===== src/rtl/reverse_bits_pipe.sv =====
// -----------------------------------------------------------------------------
// reverse_bits_pipe
//
// Two-stage pipelined bit/group permutation unit with valid/ready handshakes on
// both sides. It sustains one word per cycle and counts delivered words.
//
// Stage 1 captures din/din_mode on an input handshake. The permutation is
// combinational between the stages. Stage 2 holds the permuted word and its
// mode, and drives the output side.
//
// Modes (din_mode / dout_mode):
//   2'b00 pass-through
//   2'b01 full reverse           dout[i] = din[DATA_WIDTH-1-i]
//   2'b10 reverse inside groups  bit order flipped within each GROUP_WIDTH group
//   2'b11 reverse group order    groups swapped end-for-end, bits kept in place
//
// Ports:
//   clk        rising-edge clock
//   rst        asynchronous, active-low reset
//   din        input word                  din_mode   permutation select
//   din_valid  producer has a word         din_ready  word accepted this cycle
//   dout       permuted word               dout_mode  mode that produced dout
//   dout_valid dout holds a word           dout_ready consumer takes dout
//   xfer_count output handshakes since reset (wraps)
// -----------------------------------------------------------------------------
module reverse_bits_pipe #(
  parameter int DATA_WIDTH  = 32,
  parameter int GROUP_WIDTH = 8,
  parameter int COUNT_WIDTH = 16
) (
  input  logic                   clk,
  input  logic                   rst,
  input  logic [DATA_WIDTH-1:0]  din,
  input  logic [1:0]             din_mode,
  input  logic                   din_valid,
  output logic                   din_ready,
  output logic [DATA_WIDTH-1:0]  dout,
  output logic [1:0]             dout_mode,
  output logic                   dout_valid,
  input  logic                   dout_ready,
  output logic [COUNT_WIDTH-1:0] xfer_count
);

  // Clamped group width keeps the index arithmetic below legal even when the
  // parameter check fires.
  localparam int GW         = (GROUP_WIDTH >= 1) ? GROUP_WIDTH : 1;
  localparam int NUM_GROUPS = DATA_WIDTH / GW;

  generate
    if (GROUP_WIDTH < 1) begin : g_bad_group
      $error("reverse_bits_pipe: GROUP_WIDTH (%0d) must be >= 1", GROUP_WIDTH);
    end else if ((DATA_WIDTH % GW) != 0) begin : g_bad_width
      $error("reverse_bits_pipe: DATA_WIDTH (%0d) is not a multiple of GROUP_WIDTH (%0d)",
             DATA_WIDTH, GROUP_WIDTH);
    end
  endgenerate

  // ---------------------------------------------------------------------------
  // State
  // ---------------------------------------------------------------------------
  logic                   s1_valid_q, s1_valid_d;
  logic [DATA_WIDTH-1:0]  s1_data_q,  s1_data_d;
  logic [1:0]             s1_mode_q,  s1_mode_d;

  logic                   s2_valid_q, s2_valid_d;
  logic [DATA_WIDTH-1:0]  s2_data_q,  s2_data_d;
  logic [1:0]             s2_mode_q,  s2_mode_d;

  logic [COUNT_WIDTH-1:0] count_q,    count_d;

  // Held low through reset and set by the first clock edge afterwards, so the
  // input side only opens once the block has seen a clean edge.
  logic                   live_q;

  // ---------------------------------------------------------------------------
  // Handshake control
  // ---------------------------------------------------------------------------
  logic advance2;
  logic in_fire;
  logic out_fire;

  // Stage 2 can take a new word when it is empty or is being drained now.
  assign advance2  = !s2_valid_q || dout_ready;
  // No skid buffer: stage 1 only accepts when it is empty or moving forward.
  assign din_ready = live_q && (!s1_valid_q || advance2);
  assign in_fire   = din_valid && din_ready;
  assign out_fire  = s2_valid_q && dout_ready;

  // ---------------------------------------------------------------------------
  // Permutation network (pure wiring, one generate lane per output bit)
  // ---------------------------------------------------------------------------
  logic [DATA_WIDTH-1:0] perm_full;
  logic [DATA_WIDTH-1:0] perm_grp_bits;
  logic [DATA_WIDTH-1:0] perm_grp_order;
  logic [DATA_WIDTH-1:0] perm_word;

  genvar gi;
  generate
    for (gi = 0; gi < DATA_WIDTH; gi++) begin : g_bit
      localparam int GRP = gi / GW;   // group this output bit lives in
      localparam int OFS = gi % GW;   // bit position inside that group

      assign perm_full[gi]      = s1_data_q[DATA_WIDTH-1-gi];
      assign perm_grp_bits[gi]  = s1_data_q[GRP*GW + (GW-1-OFS)];
      assign perm_grp_order[gi] = s1_data_q[(NUM_GROUPS-1-GRP)*GW + OFS];
    end
  endgenerate

  always_comb begin
    perm_word = s1_data_q;
    case (s1_mode_q)
      2'b00:   perm_word = s1_data_q;
      2'b01:   perm_word = perm_full;
      2'b10:   perm_word = perm_grp_bits;
      2'b11:   perm_word = perm_grp_order;
      default: perm_word = s1_data_q;
    endcase
  end

  // ---------------------------------------------------------------------------
  // Next-state logic
  // ---------------------------------------------------------------------------
  always_comb begin
    s1_valid_d = s1_valid_q;
    s1_data_d  = s1_data_q;
    s1_mode_d  = s1_mode_q;
    s2_valid_d = s2_valid_q;
    s2_data_d  = s2_data_q;
    s2_mode_d  = s2_mode_q;
    count_d    = count_q;

    // Stage 1: a new word overrides the "moved on" case because both can
    // happen in the same cycle without a bubble.
    if (in_fire) begin
      s1_valid_d = 1'b1;
      s1_data_d  = din;
      s1_mode_d  = din_mode;
    end else if (advance2) begin
      s1_valid_d = 1'b0;
    end

    // Stage 2: the payload only updates when a real word arrives, so a
    // drained stage keeps its last value rather than picking up stale data.
    if (advance2) begin
      s2_valid_d = s1_valid_q;
      if (s1_valid_q) begin
        s2_data_d = perm_word;
        s2_mode_d = s1_mode_q;
      end
    end

    if (out_fire) begin
      count_d = count_q + COUNT_WIDTH'(1);
    end
  end

  // ---------------------------------------------------------------------------
  // Registers
  // ---------------------------------------------------------------------------
  always_ff @(posedge clk or negedge rst) begin
    if (!rst) begin
      live_q     <= 1'b0;
      s1_valid_q <= 1'b0;
      s1_data_q  <= '0;
      s1_mode_q  <= 2'b00;
      s2_valid_q <= 1'b0;
      s2_data_q  <= '0;
      s2_mode_q  <= 2'b00;
      count_q    <= '0;
    end else begin
      live_q     <= 1'b1;
      s1_valid_q <= s1_valid_d;
      s1_data_q  <= s1_data_d;
      s1_mode_q  <= s1_mode_d;
      s2_valid_q <= s2_valid_d;
      s2_data_q  <= s2_data_d;
      s2_mode_q  <= s2_mode_d;
      count_q    <= count_d;
    end
  end

  assign dout       = s2_data_q;
  assign dout_mode  = s2_mode_q;
  assign dout_valid = s2_valid_q;
  assign xfer_count = count_q;

endmodule


===== config.mk =====
export PLATFORM = sky130hd
export DESIGN_NAME = reverse_bits_pipe
export DESIGN_NICKNAME = d
export VERILOG_FILES = /design/src/rtl/reverse_bits_pipe.sv
export SDC_FILE = /design/constraint.sdc
export NUM_CORES = 1
export LEC_CHECK = 0
export CELL_PAD_IN_SITES_DETAIL_PLACEMENT = 0
export CELL_PAD_IN_SITES_GLOBAL_PLACEMENT = 1
export CORE_UTILIZATION = 41
export DETAILED_ROUTE_END_ITERATION = 16
export PLACE_DENSITY = 0.81
export SKIP_LAST_GASP = 1
export SYNTH_ARGS = -nofsm -noshare
export SYNTH_HDL_FRONTEND = slang
export SYNTH_SLANG_ARGS = --single-unit

===== constraint.sdc =====
create_clock -name clk -period 3.2 [get_ports clk]
set_clock_uncertainty 0.2 [all_clocks]
set_input_delay 0.32 -clock clk [delete_from_list [all_inputs] [get_ports clk]]
set_output_delay 0.32 -clock clk [all_outputs]
set_load 0.005 [all_outputs]

==> results.toml, run 1 <==
[status]
outcome = "complete, no violations"

[floorplanning]
dieHeight_um = 102.4
die_width_um = 102.4
start_util_pct = 42.29
ios = 90
rows = 36
die-area_um2 = 10490
core_area_um2 = 9774

[setup_path]
r2r_setup_slack_ns = 0.98
crit_chain = "clkdlybuf4s50_1 > nand3b_1 > and2_2 > clkdlybuf4s50_1"
worstPathMaxFanout = 5
arrival_ns = 1.72
max_stage_delay_ns = 0.54
required_ns = 2.68
crit_top_cell = "clkdlybuf4s50_1"
crit_start = "dout_ready"
crit-reg2reg-launch = "s1_mode_q[0]$_DFFE_PN0P_"
end_kind = "output pin"
rr_endpoint = "dout[1]$_DFFE_PN0P_"
worst-setup-path-type = "in -> out"
ff2ff_path_depth = 2
cp_slowest_cell = "clkdlybuf4s50_1"
cp-start-kind = "primary input"

[timing]
fmax_mhz = 445.9
layout_min_cycle_time_ns = 2.242
tightest_slew_ns = 0.9381
rsz0062_at_grt = "false"
finalHoldViolCount = 0
timing.final.crit_share_pct = 70.08
slew_viol_final = 0
setup_violations = 0
fin_setup_tns_ns = 0
slew_headroom_pct = 37.46
fin_ws_ns = 0.9576

[clocking]
clock_latency_ns = 0.34
clkTransAtPathRegs_ns = 0.09
cts_tree = "built"
cts-htree-levels = 3
cts_buffers = 9
cts_buffer_depth = 2
cts_sinks = 87
cts_root_buf = "clkbuf_8"

[finish]
antenna_cells = 0
synthToLayoutAreaGrowth_pct = 27.57
fillCellCount = 855
layout_common_cells = "clkdlybuf4s50_1, dfrtp_1, mux2_2, mux4_2"
drive_above_1_share_pct = 32.85
multi_input_area_um2 = 1827
fin_area_um2 = 5274
final_common_cell = "clkdlybuf4s50_1"
post-route-util_pct = 53.96
layout.area.seq_um2 = 2178
fin_nets = 381

[power]
p_leak_uw = 0.002143
pwr_density_cell_nw_per_um2 = 679.1
irDropWorstVdd_uv = 325.8
p_total_uw = 3582

[synthesis]
syn_inst = 251
synth_top_family_by_area = "multiplexers"
synth.net_count = 290
synthesis.area_um2 = 4134
ys_seq_area_share_pct = 52.66
avgSynthCellArea_um2 = 16.47
yosys.area_share.simple_pct = 4.207
synth_fa_ha_area_share_pct = 0.3027
ys_seq_elements = 87
yosysWarningCount = 0
yosysUniqueCellTypes = 25
synth_compound_area_share_pct = 0
muxShareOfSynthArea_pct = 36.41
synthXorXnorAreaFrac_pct = 3.178

[drt]
drtAntennaViolNets = 0
wl_met3_um = 451
via_per_inst = 5.204
wire_per_inst_um = 15.77
wl_met1_mm = 3.325
wl_mm = 7.569
post-route-drc-count = 0
met2_length_mm = 3.703
drtIter0Drc = 72
dr.max_layer_used = "met4"
drt-pass1-iter-count = 5
vias = 2498

[global_routing]
grt_max_degree = 46
grt_antenna_before_repair = 0
grt_first_pass_wirelength_mm = 12.45
grt_use_total_pct = 15.88
grt_overflow_total = 0
first_global_vias = 2476

[place]
hpwl_mm = 5.151
pre_cts_ws_ns = 0.8417
io_buffers = 89
gp_congestion = 0.7381
dpl_cell_area_um2 = 5106

[worst_hold_path]
hold_class = "reg -> reg"
hp-start = "s1_valid_q$_DFFE_PN0P_"
min_to = "dout_valid$_DFFE_PN0P_"
holdPathStages = 1

[flow_run]
max-cap-violations = 0
==> metal layers <==
layer | global-route usage (%) | up-vias
met4 | 5.934 | 0
met2 | 25.40 | 71
met5 | 0 | -
met1 | 21.03 | 1297
met3 | 3.967 | 8
li1 | - | 1122
==> stage by stage <==
step	instances	hold WS, ns
2_1_floorplan	251	-0.1756
3_3_place_gp	463	0.1510
3_5_place_dp	463	0.1562
4_1_cts	480	0.2818
5_1_grt	480	0.2942
6_report	480	0.2766
==> registers in the layout, summed over array words and instances, names as in the netlist <==
name,count
dout,32
dout_mode,2
dout_valid,1
xfer_count,16
live_q,1
s1_mode_q,2
s1_valid_q,1
s1_data_q,32
==> layout make-up <==
cell class                 count  share of cell area (%)
sequential                    87                   41.30
multi-input combinational    149                   34.64
timing repair buffer          94                   17.84
tap                          133                   3.155
clock buffer                  12                   2.562
clock inverter                 4                  0.4270
inverter                       1                 0.07117
==> critical path, delay by kind of cell <==
family                 cells  cell delay [ns]
and+or+nand+nor            2             0.32
buffers and inverters      2             1.07
==> synthesized netlist by cell type <==
library cell | instances | area (µm²)
mux2_1 | 7 | 78.83
xor2_1 | 6 | 52.55
buf_12 | 2 | 40.04
buf_2 | 6 | 30.03
nor2_1 | 5 | 18.77
mux4_1 | 2 | 52.55
buf_6 | 3 | 33.78
mux4_2 | 30 | 675.7
dfrtp_1 | 87 | 2177
nand4_1 | 5 | 31.28
ha_1 | 1 | 12.51
nand2_1 | 7 | 26.28
xnor2_1 | 9 | 78.83
nand3b_1 | 1 | 7.510
and3_1 | 2 | 12.51
nor4_2 | 1 | 12.51
and4_1 | 1 | 8.760
inv_1 | 1 | 3.750
nand3_1 | 5 | 25.02
and2_2 | 1 | 7.510
mux2_2 | 62 | 698.2
buf_4 | 3 | 22.52
conb_1 | 1 | 3.750
nand2_4 | 1 | 11.26
nand2b_1 | 2 | 12.51
==> logic make-up after synthesis <==
logic type | count (synthesis)
simple gates | 31
buf+inv | 15
flops | 87
fa+ha+maj | 1
xor+xnor | 15
mux | 101
other cells | 1
==> timing repair <==
| item | CTS | global route |
|---|---|---|
| buffers inserted | 0 | 0 |
| hold buffers | 1 | 0 |
| hold endpoints to repair | 42 | 0 |
| endpoints found under the setup margin | 0 | 0 |
| gates resized for setup | 0 | 0 |
==> how the worst max path moves through the flow <==
stage                           endpoint  slack [ns]  cells past startpoint
3_3_place_gp    s1_data_q[4]$_DFFE_PN0P_        0.85                      5
5_1_grt              dout[0]$_DFFE_PN0P_        0.84                      2
3_5_place_dp   s1_data_q[11]$_DFFE_PN0P_        0.84                      5
6_report                       din_ready        0.96                      4
4_1_cts              dout[1]$_DFFE_PN0P_        0.94                      2
2_1_floorplan       dout[10]$_DFFE_PN0P_        1.52                      5
==> power breakdown <==
part | internal [µW] | switching (µW) | total (µW)
combinational | 908 | 329 | 1240
sequential | 1420 | 276 | 1700
clock | 280 | 368 | 648
Power figures use the tool's default switching activity.
==> inputs of run 2 (changes only) <==
==> constraint.sdc (replaced) <==
create_clock -name clk -period 2.24 [get_ports clk]
set_clock_uncertainty 0.2 [all_clocks]
set_input_delay 0.224 -clock clk [delete_from_list [all_inputs] [get_ports clk]]
set_output_delay 0.224 -clock clk [all_outputs]
set_load 0.005 [all_outputs]
==> results.toml, run 2 (synthesis results as in run 1) <==
[clocking]
cts_sinks = 87
cts_root_buf = "clkbuf_8"
cts-htree-levels = 3
cts_buffer_depth = 2
clock_latency_ns = 0.34
clkTransAtPathRegs_ns = 0.08
cts_buffers = 9
cts_tree = "built"

[timing]
slew_viol_final = 0
timing.final.crit_share_pct = 92.35
fin_ws_ns = 0.1713
fmax_mhz = 483.4
layout_min_cycle_time_ns = 2.069
rsz0062_at_grt = "false"
holdWs_ns = 0.1955
fin_setup_tns_ns = 0
finalHoldViolCount = 0
setup_violations = 0

[finish]
post-route-util_pct = 55.59
drive_above_1_share_pct = 34.46
final_common_cell = "clkdlybuf4s50_1"
synthToLayoutAreaGrowth_pct = 31.45
antenna_cells = 0
layout_common_cells = "clkdlybuf4s50_1, dfrtp_1, mux2_2, mux4_2, clkbuf_8"
fin_nets = 388

[setup_path]
cp-start-kind = "primary input"
required_ns = 1.82
end_kind = "output pin"
crit_top_cell = "clkdlybuf4s50_1"
cpLargestDelayFamily = "buffers and inverters"
crit_chain = "clkdlybuf4s50_1 > nand3b_1 > and2_2 > clkdlybuf4s50_1"
worst-setup-path-type = "in -> out"
cp_slowest_cell = "clkdlybuf4s50_1"
arrival_ns = 1.64
worstPathMaxFanout = 5
max_stage_delay_ns = 0.55
critPathBufInv = 2

[power]
p_comb_share_pct = 34.4
p_int_uw = 4023
irDropWorstVdd_uv = 452.5
p_leak_uw = 0.002227
pwr_density_cell_nw_per_um2 = 998.4
switchingPower_uw = 1402
p_seq_share_pct = 43.9
netSwitchingFraction_pct = 25.84
p_clk_share_pct = 21.7

[global_routing]
grt_overflow_total = 0
gr-usage-met3_pct = 3.694
grt_max_degree = 38
grt_first_pass_wirelength_mm = 13.27
grt_busiest_layer = "met2"
use_met1_pct = 23.14
use_met2_pct = 27.05
grt_antenna_before_repair = 0
grt_use_total_pct = 17.07
first_global_vias = 2566

[drt]
drt-pass1-iter-count = 4
drtAntennaViolNets = 0
vias = 2509
wire_per_inst_um = 16.51
drtIter0Drc = 51
wl_mm = 8.042
post-route-drc-count = 0
via_per_inst = 5.152

[place]
gp_congestion = 0.7148
io_buffers = 89
hpwl_mm = 5.712
pre_cts_ws_ns = 0.08829

[worst_hold_path]
hold_class = "in -> async"

[floorplanning]
start_util_pct = 42.29
ios = 90
dieHeight_um = 102.4
die_width_um = 102.4
rows = 36
die-area_um2 = 10490
core_area_um2 = 9774

[flow_run]
max-cap-violations = 0

[status]
outcome = "complete, no violations"
run 2: final timing paths:
path                                            start                         end  slack, ns  cells after the start
setup reg to reg               dout_valid$_DFFE_PN0P_    s1_data_q[8]$_DFFE_PN0P_       0.48                      5
hold reg to reg            xfer_count[15]$_DFFE_PN0P_  xfer_count[15]$_DFFE_PN0P_       0.28                      1
max in group asynchronous                         rst    s1_mode_q[0]$_DFFE_PN0P_       1.04                      3
min in group clk           xfer_count[15]$_DFFE_PN0P_  xfer_count[15]$_DFFE_PN0P_       0.28                      1
setup / recovery                           dout_ready                   din_ready       0.17                      4
hold / removal                                    rst   xfer_count[1]$_DFFE_PN0P_       0.20                      2
run 2: timing repair:
item,in CTS,in global routing
hold buffers,1,0
gates resized for setup,0,0
hold endpoints to repair,34,0
setup buffers,0,0
run 2: cell type report:
cell class              count  area (µm²)
fillers                   833        4340
flip-flops and latches     87        2178
multi-input cells         149        1827
repair buffers            101        1044
well taps                 133       166.4
clock buffers              12       145.1
clock inverters             4       70.07
inverters                   1       3.754
run 2: worst register-to-register path, cell delays in order, from the launching register on:
cell,delay (ns)
dfrtp_1,0.44
nand3b_1,0.12
and2_2,0.23
nand2_4,0.13
buf_4,0.19
mux2_2,0.35
run 2: per-stage QoR:
| stage | cells | cell area, µm² | power [µW] |
|---|---|---|---|
| after floorplan | 251 | 4134 | 3283 |
| after global placement | 470 | 5209 | 4252 |
| after detailed placement | 470 | 5209 | 4294 |
| after CTS | 487 | 5434 | 5499 |
| after global routing | 487 | 5434 | 5751 |
| final | 487 | 5434 | 5425 |
run 2: power by group through the flow:
stage          Clock, µW  Sequential [µW]  Combinational [µW]
6_report            1180             2380                1860
5_1_grt             1280             2450                2020
4_1_cts             1220             2380                1900
3_5_place_dp           0             2410                1880
3_3_place_gp           0             2390                1860
2_1_floorplan          0             2360                 925
run 2: routing by layer:
metal  up-vias  part of all wire [%]
met4         0                   1.0
met2        71                    49
met5         -                     0
met1      1287                    45
met3         9                   4.6
li1       1142                     -
==> inputs of run 3 (changes only) <==
--- a/config.mk
+++ b/config.mk
@@ -7,9 +7,9 @@
 export LEC_CHECK = 0
 export CELL_PAD_IN_SITES_DETAIL_PLACEMENT = 0
 export CELL_PAD_IN_SITES_GLOBAL_PLACEMENT = 1
-export CORE_UTILIZATION = 41
+export CORE_UTILIZATION = 38
 export DETAILED_ROUTE_END_ITERATION = 16
-export PLACE_DENSITY = 0.81
+export PLACE_DENSITY = 0.79
 export SKIP_LAST_GASP = 1
 export SYNTH_ARGS = -nofsm -noshare
 export SYNTH_HDL_FRONTEND = slang
==> constraint.sdc (replaced) <==
create_clock -name clk -period 1.9 [get_ports clk]
set_clock_uncertainty 0.2 [all_clocks]
set_input_delay 0.19 -clock clk [delete_from_list [all_inputs] [get_ports clk]]
set_output_delay 0.19 -clock clk [all_outputs]
set_load 0.005 [all_outputs]
==> results.toml, run 3 (synthesis results as in run 1) <==
[status]
outcome = "complete, no violations"

[power]
p_int_uw = 4599
p_comb_share_pct = 35.7
irDropWorstVdd_uv = 511.7
p_seq_share_pct = 44.2
pwr_density_cell_nw_per_um2 = 1146
p_leak_uw = 0.002257
p_total_uw = 6293
netSwitchingFraction_pct = 26.92
p_clk_share_pct = 20.1
switchingPower_uw = 1694

[finish]
synthToLayoutAreaGrowth_pct = 32.87
drive_above_1_share_pct = 35.83
post-route-util_pct = 52.73
antenna_cells = 0
final_common_cell = "clkdlybuf4s50_1"
fin_nets = 394
layout.cells.non_filler = 496
layout_common_cells = "clkdlybuf4s50_1, dfrtp_1, mux2_2, mux4_2, buf_4"

[setup_path]
worstPathMaxFanout = 5
cp-start-kind = "primary input"
cp_slowest_cell = "clkdlybuf4s50_1"
worst-setup-path-type = "in -> out"
end_kind = "output pin"
crit_chain = "clkdlybuf4s50_1 > nand3b_1 > and2_2 > dlygate4sd2_1"
max_stage_delay_ns = 0.48
required_ns = 1.51
arrival_ns = 1.39

[flow_run]
max-cap-violations = 0

[drt]
wl_mm = 7.951
drt-pass1-iter-count = 4
drtAntennaViolNets = 0
post-route-drc-count = 0
via_per_inst = 5.117
wire_per_inst_um = 16.03
vias = 2538
drtIter0Drc = 118

[timing]
layout_min_cycle_time_ns = 1.783
rsz0062_at_grt = "false"
fmax_mhz = 561.0
slew_viol_final = 0
setup_violations = 0
timing.final.crit_share_pct = 93.82
finalHoldViolCount = 0
holdWs_ns = 0.1336

[floorplanning]
die_width_um = 106.3
core_area_um2 = 10420
rows = 37
die-area_um2 = 11300
dieHeight_um = 106.3
ios = 90
start_util_pct = 39.69

[global_routing]
grt_max_degree = 35
grt_antenna_before_repair = 0
grt_use_total_pct = 15.37
first_global_vias = 2628
grt_first_pass_wirelength_mm = 13.08
grt_overflow_total = 0

[clocking]
cts-htree-levels = 3
clkTransAtPathRegs_ns = 0.08
clock_latency_ns = 0.35
cts_sinks = 87
cts_buffer_depth = 2
cts_tree = "built"
cts_root_buf = "clkbuf_8"
cts_buffers = 9

[worst_hold_path]
hold_class = "in -> async"

[place]
hpwl_mm = 5.762
gp_congestion = 0.7402
io_buffers = 89
placed_cells = 478
[run 3: layer usage]
layer / part of all wire [%] / up-vias / GRT usage, % / routed length (µm)
met5: 0 / - / 0 / 0
met4: 1.7 / 0 / 7.143 / 133
met3: 4.3 / 12 / 2.943 / 338
met2: 49 / 67 / 24.49 / 3882
met1: 45 / 1308 / 20.31 / 3596
li1: - / 1151 / - / -
[run 3: critical path: cells and delay by family]
kind | cells | cell delay (ns)
buf+inv | 2 | 0.77
simple gates | 2 | 0.44
[run 3: layout make-up]
class                   count  area, µm²
multi-input cells         149       1827
flip-flops and latches     87       2178
clock inverters             6      61.31
fillers                   869       4923
repair buffers            107       1125
inverters                   1      3.754
well taps                 136      170.2
clock buffers              10      127.6
[run 3: timing repair]
item,4_1_cts,5_1_grt
endpoints found under the hold margin,66,0
gates resized for setup,1,0
setup endpoints to repair,1,0
setup buffers,1,0
hold buffers,1,0
[run 3: stage by stage]
step           instance area, µm²  setup TNS, ns  setup WS, ns
4_1_cts                      5493              0        0.1175
3_3_place_gp                 5288         -4.599       -0.1380
6_report                     5493              0        0.1173
3_5_place_dp                 5288         -4.155       -0.1349
5_1_grt                      5493              0       0.05905
2_1_floorplan                4134              0        0.2166
[run 3: worst paths after layout]
check / startpoint / to / slack [ns] / cells past startpoint
min in group clk: din[19] / s1_data_q[19]$_DFFE_PN0P_ / 0.23 / 2
worst min-delay path: rst / s1_valid_q$_DFFE_PN0P_ / 0.13 / 2
max in group asynchronous: rst / xfer_count[9]$_DFFE_PN0P_ / 0.74 / 3
worst max-delay path: dout_ready / din_ready / 0.12 / 4
worst max register to register: s1_mode_q[0]$_DFFE_PN0P_ / dout[0]$_DFFE_PN0P_ / 0.15 / 3
worst min register to register: xfer_count[15]$_DFFE_PN0P_ / xfer_count[15]$_DFFE_PN0P_ / 0.27 / 1
[run 3: power groups by stage]
stage | registers [µW] | logic, µW | clock network [µW]
after CTS | 2790 | 2300 | 1310
after global routing | 2870 | 2430 | 1390
final | 2780 | 2250 | 1260
after global placement | 2800 | 2240 | 0
after detailed placement | 2830 | 2280 | 0
after floorplan | 2780 | 1090 | 0
